[config.mk]
export PLATFORM = sky130hd
export DESIGN_NAME = btn_led_mode_ctrl
export DESIGN_NICKNAME = d
export VERILOG_FILES = /design/src/rtl/btn_led_mode_ctrl.sv
export SDC_FILE = /design/constraint.sdc
export NUM_CORES = 1
export LEC_CHECK = 0
export CAP_MARGIN = 20
export CORE_MARGIN = 2
export CORE_UTILIZATION = 60
export DETAILED_ROUTE_END_ITERATION = 10
export PLACE_DENSITY_LB_ADDON = 0.3
export RECOVER_POWER = 100
export SYNTH_ARGS = -nofsm -noshare
export SYNTH_HDL_FRONTEND = slang
export SYNTH_SLANG_ARGS = --single-unit
[constraint.sdc]
create_clock -name i_clk -period 3.96 [get_ports i_clk]
set_input_delay 0.396 -clock i_clk [delete_from_list [all_inputs] [get_ports i_clk]]
set_output_delay 0.396 -clock i_clk [all_outputs]
set_load 0.02 [all_outputs]
[src/rtl/btn_led_mode_ctrl.sv]
// Two-button / three-LED board sequencer: synchronise and debounce the buttons,
// then let a mode FSM drive the LEDs with live logic, a press counter or a chase.
module btn_led_mode_ctrl #(
    parameter int DEBOUNCE_CYCLES = 120000,
    parameter int HOLD_CYCLES     = 12000000,
    parameter int CHASE_CYCLES    = 3000000
) (
    input  logic       i_clk,
    input  logic       i_rst,
    input  logic       i_btn_a,
    input  logic       i_btn_b,
    output logic       o_led_1,
    output logic       o_led_2,
    output logic       o_led_3,
    output logic [1:0] o_mode
);

    localparam int DB_W    = (DEBOUNCE_CYCLES > 1) ? $clog2(DEBOUNCE_CYCLES) : 1;
    localparam int HOLD_W  = (HOLD_CYCLES > 1) ? $clog2(HOLD_CYCLES) : 1;
    localparam int CHASE_W = (CHASE_CYCLES > 1) ? $clog2(CHASE_CYCLES) : 1;

    localparam logic [DB_W-1:0]    DB_LAST    = DB_W'(DEBOUNCE_CYCLES - 1);
    localparam logic [HOLD_W-1:0]  HOLD_LAST  = HOLD_W'(HOLD_CYCLES - 1);
    localparam logic [CHASE_W-1:0] CHASE_LAST = CHASE_W'(CHASE_CYCLES - 1);

    typedef enum logic [1:0] {
        ST_LOGIC    = 2'd0,
        ST_COUNT    = 2'd1,
        ST_CHASE    = 2'd2,
        ST_WAIT_REL = 2'd3
    } state_t;

    // Mode selected by a long two-button hold from the given mode.
    function automatic state_t mode_after(input state_t cur);
        state_t nxt;
        case (cur)
            ST_LOGIC: nxt = ST_COUNT;
            ST_COUNT: nxt = ST_CHASE;
            ST_CHASE: nxt = ST_LOGIC;
            default:  nxt = ST_LOGIC;
        endcase
        return nxt;
    endfunction

    // Index 0 is button A, index 1 is button B.
    logic [1:0]            meta_r;
    logic [1:0]            sync_r;
    logic [1:0]            deb_r;
    logic [1:0]            deb_d_r;
    logic [1:0][DB_W-1:0]  db_cnt_r;

    state_t               state_r, state_nxt_s;
    state_t               next_mode_r, next_mode_nxt_s;
    logic [HOLD_W-1:0]    hold_r, hold_nxt_s;
    logic [2:0]           cnt_r, cnt_nxt_s;
    logic [2:0]           pos_r, pos_nxt_s;
    logic                 dir_rev_r, dir_rev_nxt_s;
    logic                 pause_r, pause_nxt_s;
    logic [CHASE_W-1:0]   timer_r, timer_nxt_s;
    logic [2:0]           lit_s;

    logic rise_a_s, rise_b_s, step_a_s, step_b_s;

    assign rise_a_s = deb_r[0] & ~deb_d_r[0];
    assign rise_b_s = deb_r[1] & ~deb_d_r[1];
    // An edge only counts when the other button is fully released.
    assign step_a_s = rise_a_s & ~rise_b_s & ~deb_r[1];
    assign step_b_s = rise_b_s & ~rise_a_s & ~deb_r[0];

    // Two-flop synchroniser and per-button debounce filter
    always_ff @(posedge i_clk or posedge i_rst) begin
        if (i_rst) begin
            meta_r   <= 2'b00;
            sync_r   <= 2'b00;
            deb_r    <= 2'b00;
            deb_d_r  <= 2'b00;
            db_cnt_r <= {2{{DB_W{1'b0}}}};
        end else begin
            meta_r  <= {i_btn_b, i_btn_a};
            sync_r  <= meta_r;
            deb_d_r <= deb_r;
            for (int i = 0; i < 2; i++) begin
                if (sync_r[i] == deb_r[i]) begin
                    db_cnt_r[i] <= {DB_W{1'b0}};
                end else if (db_cnt_r[i] == DB_LAST) begin
                    deb_r[i]    <= sync_r[i];
                    db_cnt_r[i] <= {DB_W{1'b0}};
                end else begin
                    db_cnt_r[i] <= db_cnt_r[i] + DB_W'(1);
                end
            end
        end
    end

    // Mode FSM state and per-mode datapath registers, plus registered outputs
    always_ff @(posedge i_clk or posedge i_rst) begin
        if (i_rst) begin
            state_r     <= ST_LOGIC;
            next_mode_r <= ST_LOGIC;
            hold_r      <= {HOLD_W{1'b0}};
            cnt_r       <= 3'd0;
            pos_r       <= 3'b001;
            dir_rev_r   <= 1'b0;
            pause_r     <= 1'b0;
            timer_r     <= {CHASE_W{1'b0}};
            o_led_1     <= 1'b1;
            o_led_2     <= 1'b1;
            o_led_3     <= 1'b1;
            o_mode      <= 2'd0;
        end else begin
            state_r     <= state_nxt_s;
            next_mode_r <= next_mode_nxt_s;
            hold_r      <= hold_nxt_s;
            cnt_r       <= cnt_nxt_s;
            pos_r       <= pos_nxt_s;
            dir_rev_r   <= dir_rev_nxt_s;
            pause_r     <= pause_nxt_s;
            timer_r     <= timer_nxt_s;
            o_led_1     <= ~lit_s[0];
            o_led_2     <= ~lit_s[1];
            o_led_3     <= ~lit_s[2];
            o_mode      <= state_r;
        end
    end

    // Next-state, per-mode updates and LED pattern (1 = lit)
    always_comb begin
        state_nxt_s     = state_r;
        next_mode_nxt_s = next_mode_r;
        hold_nxt_s      = hold_r;
        cnt_nxt_s       = cnt_r;
        pos_nxt_s       = pos_r;
        dir_rev_nxt_s   = dir_rev_r;
        pause_nxt_s     = pause_r;
        timer_nxt_s     = timer_r;
        lit_s           = 3'b000;

        case (state_r)
            ST_LOGIC: begin
                lit_s = {deb_r[0] ^ deb_r[1], deb_r[0] | deb_r[1], deb_r[0] & deb_r[1]};
            end
            ST_COUNT: begin
                lit_s = cnt_r;
                if (step_a_s) begin
                    cnt_nxt_s = cnt_r + 3'd1;
                end else if (step_b_s) begin
                    cnt_nxt_s = cnt_r - 3'd1;
                end else begin
                    cnt_nxt_s = cnt_r;
                end
            end
            ST_CHASE: begin
                lit_s = pos_r;
                if (!pause_r) begin
                    if (timer_r == CHASE_LAST) begin
                        timer_nxt_s = {CHASE_W{1'b0}};
                        pos_nxt_s   = dir_rev_r ? {pos_r[0], pos_r[2:1]} : {pos_r[1:0], pos_r[2]};
                    end else begin
                        timer_nxt_s = timer_r + CHASE_W'(1);
                    end
                end else begin
                    timer_nxt_s = timer_r;
                end
                if (step_a_s) begin
                    pause_nxt_s = ~pause_r;
                end else begin
                    pause_nxt_s = pause_r;
                end
                if (step_b_s) begin
                    dir_rev_nxt_s = ~dir_rev_r;
                end else begin
                    dir_rev_nxt_s = dir_rev_r;
                end
            end
            ST_WAIT_REL: begin
                lit_s = 3'b111;
                if (!deb_r[0] && !deb_r[1]) begin
                    // Entry initialisation for whichever mode comes next.
                    state_nxt_s   = next_mode_r;
                    cnt_nxt_s     = 3'd0;
                    pos_nxt_s     = 3'b001;
                    dir_rev_nxt_s = 1'b0;
                    pause_nxt_s   = 1'b0;
                    timer_nxt_s   = {CHASE_W{1'b0}};
                end else begin
                    state_nxt_s = ST_WAIT_REL;
                end
            end
            default: begin
                state_nxt_s = ST_LOGIC;
            end
        endcase

        if (state_r == ST_WAIT_REL) begin
            hold_nxt_s = {HOLD_W{1'b0}};
        end else if (deb_r[0] && deb_r[1]) begin
            if (hold_r == HOLD_LAST) begin
                hold_nxt_s      = {HOLD_W{1'b0}};
                next_mode_nxt_s = mode_after(state_r);
                state_nxt_s     = ST_WAIT_REL;
            end else begin
                hold_nxt_s = hold_r + HOLD_W'(1);
            end
        end else begin
            hold_nxt_s = {HOLD_W{1'b0}};
        end
    end

endmodule

## After elaboration in Yosys (flattened, before gate mapping)

Cells that the tools add are included.

| word-level totals | value |
|---|---|
| register bits after elaboration | 105 |
| bits in latches | 0 |
| bits in writable memories | 0 |
| bits in read-only memories | 0 |
| bits of input ports | 4 |
| output and inout port bits | 5 |
| word-level logic and storage cells | 110 |
| memories kept | 0 |

| operators by class | value |
|---|---|
| add/subtract/negate cells | 6 |
| multiply operators | 0 |
| divide/modulo/power cells | 0 |
| magnitude comparators | 0 |
| eq/ne operators | 15 |
| shift operators | 0 |
| multiplexer cells | 32 |
| bitwise gates (word level) | 23 |
| reduce and logical (&&, ||, !) cells | 15 |

Operators with widths:

| operator | count |
|---|---|
| $mux W24 | 3 |
| $mux W17 | 4 |
| $mux W22 | 3 |
| $pmux W22 S2 | 1 |
| $add A17 B1 Y17 const B | 2 |
| $eq A17 B17 Y1 const B | 2 |
| $add A24 B1 Y24 const B | 1 |
| $eq A24 B24 Y1 const B | 1 |
| $add A22 B1 Y22 const B | 1 |
| $eq A22 B22 Y1 const B | 1 |
| $mux W3 | 7 |
| $reduce_and A3 Y1 | 5 |
| $not A1 Y1 | 14 |
| $pmux W3 S2 | 2 |
| $pmux W3 S4 | 1 |
| $mux W2 | 5 |
| $ne A2 B2 Y1 const B | 5 |
| $and A1 B1 Y1 | 7 |
| $eq A2 B2 Y1 const B | 2 |
| $pmux W1 S2 | 2 |
| $pmux W2 S2 | 1 |
| $reduce_and A2 Y1 | 2 |
| $reduce_and A4 Y1 | 1 |
| $reduce_bool A2 Y1 | 2 |
| other kinds (11) | 16 |

## Logic depth before layout (Yosys ltp)

| logic depth | value |
|---|---|
| word-level depth | 8 |
| gate-level depth with buffers | 8 |
| depth with buffers taken out | 7 |

## Least setup slack after synthesis

No wires, ideal clock.

| timing path | value |
|---|---|
| path type | flip-flop to flip-flop |
| from | register timer_r[8] |
| to | register timer_r[21] |
| library setup time | 124 ps |
| arrival | 1825 ps |
| required time | 3836 ps |
| path slack | 2011 ps |
| stages on the path, launching flop included | 8 |
| buffers on the path | 2 |
| clock period less this slack | 1949 ps |
| cells stage by stage | dfrtp_1 -> buf_2 -> nor4b_1 -> nand4_1 -> or4_1 -> buf_2 -> and4_1 -> a211o_1 |

| on the way | value |
|---|---|
| longest elaborated chain between the ends | 4 |
| elaborated cells between the ends (all ways) | 5 |
| classes of those cells | add/sub: 1; eq/ne: 1; mux: 3 |

RTL lines:

| what | line | source |
|---|---|---|
| start, declared | 59 | `logic [CHASE_W-1:0] timer_r, timer_nxt_s;` |
| start signal, assigned | 105 | `timer_r <= {CHASE_W{1'b0}};` |
| start signal, assigned | 118 | `timer_r <= timer_nxt_s;` |
| $add A22 B1 Y22 or $eq A22 B22 Y1 (tied branches) | 159, 155 |  |
| $mux W22 * | 155 | `if (timer_r == CHASE_LAST) begin` |
| $mux W22 * | 154 | `if (!pause_r) begin` |
| $pmux W22 S2 * | 138 | `case (state_r)` |

Every way passes the cells marked *; elsewhere a longest branch is shown, timed or not. The select of a mux whose other input is x is not followed.
A chain may end at the register's enable or synchronous reset.

## Worst setup path after layout

| timing path | value |
|---|---|
| from | register hold_r[11] |
| to | register hold_r[23] |

| on the way | value |
|---|---|
| longest elaborated chain between the ends | 4 |
| elaborated cells between the ends (all ways) | 5 |
| classes of those cells | add/sub: 1; eq/ne: 1; mux: 3 |

RTL lines:

| what | line | source |
|---|---|---|
| start, declared | 54 | `logic [HOLD_W-1:0] hold_r, hold_nxt_s;` |
| start signal, assigned | 100 | `hold_r <= {HOLD_W{1'b0}};` |
| start signal, assigned | 113 | `hold_r <= hold_nxt_s;` |
| $add A24 B1 Y24 or $eq A24 B24 Y1 (tied branches) | 202, 197 |  |
| $mux W24 * | 197 | `if (hold_r == HOLD_LAST) begin` |
| $mux W24 * | 196 | `end else if (deb_r[0] && deb_r[1]) begin` |
| $mux W24 * | 194 | `if (state_r == ST_WAIT_REL) begin` |
| named net hold_nxt_s[23] | 54 |  |

Mark *: on every way through the listed nets, which the timed path passes. The rest lies on a longest branch.

==> qor.yml <==
status:
  status: "finished, final reports clean"
yosys:
  netlist_top_cells_count: "dfrtp_1 (101), nor2_1 (85), nand2_1 (51)"
  yosys_warnings: 0
  synth.most_common_cell: "dfrtp_1"
  synth.area.top_cells: "dfrtp_1 (48%), nor2_1 (6.1%), xnor2_1 (5.9%), xor2_1 (4.0%), nand2_1 (3.7%)"
  syn_nets: 556
  netlist_area_mm2: 0.00524
  syn_inst: 545
  synth_top_area_share: 0.483
  yosys_most_used_dff: "dfrtp_1"
  ys_types: 50
  ys_async_sr_fraction: 1.00
  postSynthAreaPerCell_um2: 9.61
  synth_seq_cells: 105
  ys_seq_area_frac: 0.503
  synth_largest_area_cell: "dfrtp_1"
  synth_edf_count: 0
critical_path:
  crit_type: "reg2reg"
  r2r_cells: 5
  cp.required_ns: 4.15
  r2r_start: "hold_r[11]"
  path_max_fanout: 23
  r2r_slack_ns: 1.19
  cp-start-kind: "flop"
  reg2reg_to: "hold_r[23]"
  cp-end-kind: "flop"
  cp.arrival_ns: 2.95
power:
  clock_power_share: 0.377
  p_per_area_mw_per_mm2: 323
  intPower_mw: 1.39
  ir_drop_mv: 0.172
  comb_power_share: 0.022
  switching_power_mw: 0.416
  power_leakage_nw: 2.27
  pwr-share-seq: 0.601
  p_sw_frac: 0.230
  total_power_mw: 1.81
die:
  pin_count: 9
  start_util: 0.609
  core.rowCount: 34
  core_area_mm2: 0.00859
  die-height_um: 97.4
  die_area_mm2: 0.00949
  fp.dieW_um: 97.4
sta:
  final-max-slew-violation-count: 0
  finalSetupViolations: 0
  hold_violations: 0
  rsz0062_at_grt: "no"
  hold-worst-slack_ns: 0.375
  tightest_slew_ns: 1.27
  slew_headroom: 0.144
  fmax_ghz: 0.361
  tns_ns: 0
  finClkSkew_ns: 0.0176
  worst_slack_ns: 1.19
  min_period_over_period: 0.699
  min_period_ns: 2.77
placement:
  gpl.final_weighted_congestion: 0.868
  port_buffers: 8
  pre_cts_ws_ns: 1.68
  postPlaceCellArea_mm2: 0.00539
  place_hpwl_um: 6790
cts:
  cts.sinks: 105
  post-cts-setup-buffers: 0
  cts-root-buf: "clkbuf_8"
  postCtsHoldBufs: 0
  cts.clk_slew.worst_paths_ns: 0.10
  insertion_delay_ns: 0.37
  htreeDepth: 3
  cts_tree: "done"
  cts_buffers: 9
  cts_max_path_buffers: 2
  cts-resized-gates: 0
finish:
  synthToLayoutAreaGrowth_pct: 6.72
  diodes: 0
  finalInstanceArea_mm2: 0.00559
  drive_gt1_frac: 0.0580
  nNetsFinal: 558
min_path:
  min_from: "meta_r[0]"
  hold_depth: 0
  worstHoldEndpoint: "sync_r[0]"
  min_path_type: "reg2reg"
detailed_routing:
  drt_iter0_drc: 237
  drt-total-wl_um: 10100
  drc: 0
  dr.pass1.iters: 4
  via_per_inst: 5.88
  wire_per_inst_um: 15.3
  via_count: 3880
  antenna_left: 0
grt:
  grt_pass1_wl_um: 17600
  gr-total-overflow: 0
  antenna_found_initial: 0
  grt_pass1_vias: 3818
  grt_max_degree: 106
  gr-usage-all-layers: 0.226
job:
  drv_cap: 0
-- sequential cells by signal, indices dropped and copies added (netlist names) --
register     cells
cnt_r            3
db_cnt_r        34
deb_d_r          2
deb_r            2
dir_rev_r        1
hold_r          24
meta_r           2
next_mode_r      2
o_led_1          1
o_led_2          1
o_led_3          1
o_mode           2
pause_r          1
pos_r            3
state_r          2
sync_r           2
timer_r         22
-- logic make-up (layout without fill, tap and decap cells) --
family,Yosys count,in the layout,share of synthesized area
muxes,12,12,0.0249
buffers and inverters,33,40,0.0272
DFF,105,105,0.503
adders and majority gates,7,7,0.0182
AOI/OAI and AO/OA,55,55,0.0653
xor gates and xnor gates,59,59,0.0987
and+or+nand+nor,274,274,0.263
-- power groups by stage --
stage	Combinational [mW]	Clock, mW	Sequential (mW)
2_1_floorplan	0.0299	0	1.10
3_3_place_gp	0.0424	0	1.11
5_1_grt	0.0478	0.736	1.09
3_5_place_dp	0.0429	0	1.11
4_1_cts	0.0432	0.699	1.09
6_report	0.0403	0.681	1.09
-- worst max-delay path by stage --
stage                     from          end  cells past startpoint
floorplan                i_rst     cnt_r[0]                      1
global placement    timer_r[0]  timer_r[21]                      6
detailed placement  timer_r[0]  timer_r[21]                      6
CTS                 timer_r[0]  timer_r[21]                      6
global route        hold_r[11]   hold_r[23]                      5
finish              hold_r[11]   hold_r[23]                      5
-- worst max-delay path, cell delays in order (launching register included) --
cell and delay, ns:
dfrtp_1 0.41, nand2_1 0.10, or4b_1 0.52, nor4_1 0.40
or2_0 0.99, nor2_1 0.16
-- through the flow --
stage | utilization | cells
2_1_floorplan | - | 545
3_3_place_gp | 0.627 | 644
3_5_place_dp | 0.627 | 644
4_1_cts | 0.650 | 660
5_1_grt | 0.650 | 660
6_report | 0.650 | 660
-- cell usage in the layout (no fill, tap or decap), types with 3 or more instances in the layout --
| master | netlist | layout |
|---|---|---|
| a21o_1 | 5 | 5 |
| a21oi_1 | 5 | 5 |
| and2_1 | 5 | 4 |
| and3_1 | 9 | 9 |
| and4_1 | 9 | 9 |
| clkbuf_8 | 0 | 9 |
| dfrtp_1 | 101 | 101 |
| dfstp_2 | 4 | 4 |
| dlygate4sd3_1 | 0 | 8 |
| ha_1 | 6 | 6 |
| inv_1 | 15 | 14 |
| mux2_2 | 8 | 8 |
| mux2i_1 | 4 | 4 |
| nand2_1 | 51 | 51 |
| nand2b_1 | 5 | 5 |
| nand3_1 | 30 | 30 |
| nand4_1 | 21 | 21 |
| nor2_1 | 85 | 85 |
| nor2b_1 | 5 | 5 |
| nor3_1 | 18 | 18 |
| nor3b_1 | 4 | 4 |
| nor4_1 | 14 | 14 |
| nor4b_1 | 3 | 3 |
| o21ai_0 | 25 | 27 |
| o22ai_1 | 3 | 3 |
| or3_1 | 3 | 3 |
| or4_1 | 3 | 3 |
| xnor2_1 | 35 | 35 |
| xor2_1 | 24 | 24 |
-- layer usage --
layer  vias up  wire length [um]  track usage
met4         0               108       0.0748
met1      1922              4710        0.305
met2        57              4970        0.379
li1       1889                 -            -
met3        12               292       0.0353
met5         -                 0            0
-- cell type report --
class / count / area, um^2
Fill cell: 673 / 3010
Sequential cell: 105 / 2630
Multi-Input combinational cell: 407 / 2460
Tap cell: 108 / 135
Clock buffer: 10 / 128
Timing Repair Buffer: 9 / 100
Clock inverter: 6 / 73.8
Inverter: 15 / 57.6
No activity file was read; power rests on OpenSTA's default activity.
